==> src/rtl/inst_fetch_pkg.sv <==
// rtl/inst_fetch_pkg.sv - shared constants, state encoding and helpers for the fetch stage
package inst_fetch_pkg;

   localparam int ADDR_W       = 32;
   localparam int RST_VEC_ADDR = 0;
   localparam int INT_VEC_ADDR = RST_VEC_ADDR + 2;
   localparam int LONG_BIT     = 15;

   typedef enum logic [1:0] {
      VEC = 2'd0,
      RUN = 2'd1,
      INT = 2'd2
   } fetch_state_t;

   // Memory words arrive as {M[a+1], M[a]}; vectors and long instructions want M[a] on top.
   function automatic logic [31:0] swap_halves(input logic [31:0] w);
      return {w[15:0], w[31:16]};
   endfunction

endpackage

==> src/rtl/inst_fetch_if_buffer.sv <==
// rtl/inst_fetch_if_buffer.sv - one-entry registered valid/ready buffer with flush
module inst_fetch_if_buffer #(
   parameter int DATA_W = 32
)(
   input  logic              clk,
   input  logic              rst,
   input  logic              in_valid,
   input  logic [DATA_W-1:0] in_data,
   output logic              in_ready,
   input  logic              flush,
   output logic              out_valid,
   input  logic              out_ready,
   output logic [DATA_W-1:0] out_data
);

   assign in_ready = !out_valid || out_ready;

   // Flush wins over a load; the payload is left alone so it never changes while valid.
   always_ff @(posedge clk or posedge rst) begin
      if (rst) begin
         out_valid <= 1'b0;
         out_data  <= '0;
      end else if (flush) begin
         out_valid <= 1'b0;
      end else if (in_valid && in_ready) begin
         out_valid <= 1'b1;
         out_data  <= in_data;
      end else if (out_ready) begin
         out_valid <= 1'b0;
      end
   end

endmodule

==> src/rtl/inst_fetch.sv <==
// rtl/inst_fetch.sv - PC, reset vector load, 16/32-bit length decode; optional FETCH_INT_EN interrupt entry
module inst_fetch
   import inst_fetch_pkg::*;
#(
   parameter int                ADDR_W       = inst_fetch_pkg::ADDR_W,
   parameter logic [ADDR_W-1:0] RST_VEC_ADDR = ADDR_W'(inst_fetch_pkg::RST_VEC_ADDR),
   parameter int                LONG_BIT     = inst_fetch_pkg::LONG_BIT
)(
   input  logic              clk,
   input  logic              rst,
   output logic [ADDR_W-1:0] mem_addr,
   input  logic [31:0]       mem_data,
   input  logic              redirect_en,
   input  logic [ADDR_W-1:0] redirect_pc,
`ifdef FETCH_INT_EN
   input  logic              int_req,
   output logic              int_ack,
   output logic [ADDR_W-1:0] int_ret_pc,
`endif
   output logic              if_valid,
   input  logic              if_ready,
   output logic [31:0]       if_instr,
   output logic [ADDR_W-1:0] if_pc,
   output logic              if_long
);

   localparam int BUF_W = 33 + ADDR_W;

   fetch_state_t      state, state_next;
   logic [ADDR_W-1:0] pc, pc_next;
   logic [ADDR_W-1:0] vec_pc;
   logic              is_long;
   logic [31:0]       instr_new;
   logic              load, flush, buf_ready;
   logic [BUF_W-1:0]  buf_in, buf_out;
`ifdef FETCH_INT_EN
   localparam logic [ADDR_W-1:0] INT_VEC_ADDR = RST_VEC_ADDR + ADDR_W'(2);
   logic              take_int;
`endif

   assign vec_pc    = ADDR_W'(swap_halves(mem_data));
   assign is_long   = mem_data[LONG_BIT];
   assign instr_new = is_long ? swap_halves(mem_data) : {16'h0000, mem_data[15:0]};

   always_comb begin
      state_next = state;
      pc_next    = pc;
      mem_addr   = pc;
      load       = 1'b0;
      flush      = 1'b0;
`ifdef FETCH_INT_EN
      take_int   = 1'b0;
      int_ack    = 1'b0;
`endif
      case (state)
         VEC: begin
            // Redirects are ignored here: the vector always lands first.
            mem_addr   = RST_VEC_ADDR;
            pc_next    = vec_pc;
            state_next = RUN;
         end
         RUN: begin
            if (redirect_en) begin
               pc_next = redirect_pc;
               flush   = 1'b1;
`ifdef FETCH_INT_EN
            end else if (int_req) begin
               take_int   = 1'b1;
               flush      = 1'b1;
               state_next = INT;
`endif
            end else if (buf_ready) begin
               load    = 1'b1;
               pc_next = pc + (is_long ? ADDR_W'(2) : ADDR_W'(1));
            end
         end
`ifdef FETCH_INT_EN
         INT: begin
            mem_addr   = INT_VEC_ADDR;
            pc_next    = vec_pc;
            int_ack    = 1'b1;
            state_next = RUN;
         end
`endif
         default: state_next = VEC;
      endcase
   end

   always_ff @(posedge clk or posedge rst) begin
      if (rst) begin
         state <= VEC;
         pc    <= '0;
      end else begin
         state <= state_next;
         pc    <= pc_next;
      end
   end

`ifdef FETCH_INT_EN
   always_ff @(posedge clk or posedge rst) begin
      if (rst)
         int_ret_pc <= '0;
      else if (take_int)
         int_ret_pc <= pc;
   end
`endif

   assign buf_in = {is_long, pc, instr_new};

   inst_fetch_if_buffer #(
      .DATA_W(BUF_W)
   ) u_if_buffer (
      .clk      (clk),
      .rst      (rst),
      .in_valid (load),
      .in_data  (buf_in),
      .in_ready (buf_ready),
      .flush    (flush),
      .out_valid(if_valid),
      .out_ready(if_ready),
      .out_data (buf_out)
   );

   assign {if_long, if_pc, if_instr} = buf_out;

endmodule
==> config.mk <==
export PLATFORM = sky130hd
export DESIGN_NAME = inst_fetch
export DESIGN_NICKNAME = d
export VERILOG_FILES = /design/src/rtl/inst_fetch_pkg.sv /design/src/rtl/inst_fetch_if_buffer.sv /design/src/rtl/inst_fetch.sv
export SDC_FILE = /design/constraint.sdc
export NUM_CORES = 1
export LEC_CHECK = 0
export CORE_MARGIN = 3
export CORE_UTILIZATION = 60
export CTS_BUF_LIST = sky130_fd_sc_hd__clkbuf_4
export DETAILED_ROUTE_END_ITERATION = 10
export DONT_BUFFER_PORTS = 1
export MAX_ROUTING_LAYER = met4
export PLACE_DENSITY = 0.78
export SYNTH_ARGS = -nofsm -noshare
export SYNTH_HDL_FRONTEND = slang
export SYNTH_HIERARCHICAL = 1
export SYNTH_SLANG_ARGS = --single-unit
==> constraint.sdc <==
create_clock -name clk -period 3.3 [get_ports clk]
set_input_delay 0.165 -clock clk [delete_from_list [all_inputs] [get_ports clk]]
set_output_delay 0.165 -clock clk [all_outputs]
set_load 0.05 [all_outputs]
==> results.toml <==
[placement]
dp_hpwl_mm = 11.30
io_buffers = 0
gp_congestion = 0.9203
dpl_worst_slack_ps = 406.5

[global_routing]
grt_max_degree = 57
antenna_found_initial = 0
grt_pass1_vias = 4399
grt_usage_pct = 32.47
grt_overflow = 0
grt_pass1_wl_mm = 25.54

[status]
status = "completed"

[synth]
synth.largest_area_cell = "dfrtp_1"
syn_nets = 601
ys_seq_area_share_pct = 43.50
synth_top_area_share_pct = 43.50
synth_edf_count = 0
synth.most_common_cell = "dfrtp_1"
yosys_warnings = 6
synth_flop_cell = "dfrtp_1"
async_reset_ff_share_pct = 100.0
ys_ff_latch = 99
synth_area_leaders = "dfrtp_1, mux2_4, mux2_2"
ys_types = 62
netlist_instances = 530
synth_common_cells = "dfrtp_1, mux2_4, a21oi_1"
synth_area_sq_um = 5695
syn_avg_cell_area_sq_um = 10.75

[drt]
antenna_left = 0
wl_per_cell_um = 23.80
vias_per_cell = 6.460
drt-initial-drc-count = 357
dr.pass1.iters = 5
wirelength_mm = 16.61
dr_total_vias = 4509
drc_errors = 0

[critical_path]
worstPathArrival_ps = 3310
worst-path-buf-inv = 1
worst-setup-path-type = "reg -> reg"
required_ps = 3630
cp-end-kind = "flip-flop"
path_cells = "ha_1 -> inv_1 -> fa_1 -> nand4b_1 -> nor4b_2 -> nand3_1 -> o21ai_0 -> a2bb2oi_1"
crit_family = "simple AND/OR/NAND/NOR gates"
reg2reg_from = "pc[0]"
crit_path_max_incr_delay_ps = 720
cp-start-kind = "flip-flop"
worstPathMaxFanout = 7
crit_start = "pc[0]"
cp_slowest_cell = "nor4b_2"

[power_and_ir_drop]
p_seq_share_pct = 63.5
combPwrFrac_pct = 21.5
peakVddDrop_mv = 0.3731
power.switching_uw = 1756
swShare_pct = 46.61
power_frac_clock_pct = 15.0
p_int_uw = 2011
p_leak_uw = 0.002763
p_per_area_nw_per_um2 = 596.2

[hold_path]
hp-class = "in -> reg"
hp-start = "redirect_pc[10]"

[sta]
tightest_slew_ps = 818.1
grt_setup_unrepaired = "no"
relSlewSlack_pct = 45.28
fmax_ghz = 0.3356
hold_viol_final = 0
finalSetupTns_ps = 0
setup_slack_ps = 319.8
setup_viol = 0
report.final.slew_viol_count = 0
post-route-min-period_ps = 2980
fin_skew_ps = 20.09
min_period_over_period_pct = 90.31

[layout]
nNetsFinal = 638
antenna_cells = 0
drive_above_1_share_pct = 20.63
area_delta_synth_final_pct = 10.94
fillers = 641

[run]
maxCapViolCount = 0

[clock_tree]
numCtsBuffers = 9
cts_hold_buffers = 45
root_buffer = "clkbuf_4"
clkLatencyLatePin_ps = 440
clk_pin_slew_worst_paths_ps = 150
cts_buffer_depth = 2
clock_sinks = 99
cts_resized = 0
h-tree-depth = 3
cts_tree = "done"
cts_setup_buffers = 0

[floorplan]
die_y_um = 103.4
coreArea_sq_um = 8976
io_pins = 166
die_area_sq_um = 10700
start_util_pct = 63.45
num_rows = 34
fp.dieW_um = 103.4
## sequential cells by signal (all words and copies together), names as in the netlist
name                   cells
u_if_buffer/out_data      65
pc                        32
state                      1
u_if_buffer/out_valid      1
## cell type report
class / instances / area, sq um / share of cell area, %
multi-input combinational: 384 / 2952 / 46.71
sequential: 99 / 2477 / 39.21
timing repair buffer: 59 / 568.0 / 8.990
tap: 126 / 157.7 / 2.495
clock buffer: 9 / 67.56 / 1.069
inverter: 14 / 52.55 / 0.8317
clock inverter: 7 / 43.79 / 0.6931
## metrics by stage
step           utilization [%]  total power [uW]  hold slack (ps)  std cells  area [sq um]
2_1_floorplan                -              2986            293.9        530          5695
3_3_place_gp             64.13              3118            181.5        637          5757
3_5_place_dp             64.13              3150            185.5        637          5757
4_1_cts                  70.39              3756            1.095        698          6319
5_1_grt                  70.39              3908            13.96        698          6319
6_report                 70.39              3767            15.42        698          6319
## cell usage in the layout (no fill, tap or decap), types with 5 or more instances in the layout
cell type      Yosys  routed
a31oi_1           12      12
and2_1            43      43
clkbuf_4           0       9
dfrtp_1           99      99
dlygate4sd3_1      0      45
buf_4              1      13
o21ai_0           26      26
a22oi_1           14      14
nor2b_1            8       8
and3_1             6       6
a21oi_1           44      44
nand2b_1          17      17
nor2_1            25      25
mux2_4            50      50
a2bb2oi_1          5       5
nand2_1           25      25
mux2_2            29      29
inv_1             13      12
nor3_1             5       5
nand3_1           13      13
## path summary, 6_finish.rpt
check | to | slack (ps) | depth (start not counted)
min in group asynchronous | pc[24] | 270 | 3
hold reg to reg | u_if_buffer/out_data[32] | 590 | 1
hold / removal | pc[10] | 20 | 2
setup / recovery | pc[22] | 320 | 8
max in group asynchronous | u_if_buffer/out_data[14] | 2090 | 3
setup reg to reg | pc[22] | 320 | 8
## layer usage
metal / routed length (um) / global-route usage, %
met5: 0 / -
met2: 7831 / 49.02
met4: 264 / 7.869
met1: 6827 / 45.85
met3: 1688 / 5.634
## power groups by stage
stage | Clock, uW | Sequential (uW) | Combinational (uW)
floorplan | 0 | 2320 | 663
global placement | 0 | 2410 | 713
detailed placement | 0 | 2410 | 739
CTS | 573 | 2390 | 793
global route | 613 | 2430 | 861
finish | 565 | 2390 | 808
## cell families after synthesis
group | Yosys count | share of synthesized area, %
other | 1 | 0.06584
AND/OR/NAND/NOR | 168 | 17.33
multiplexers | 80 | 19.09
AO/OA/AOI/OAI | 131 | 14.28
flip-flops | 99 | 43.50
buffers and inverters | 47 | 4.789
XOR/XNOR | 1 | 0.1538
adder cells (fa/ha/maj) | 3 | 0.7908
Note: power is estimated with default switching activity, not from simulation.
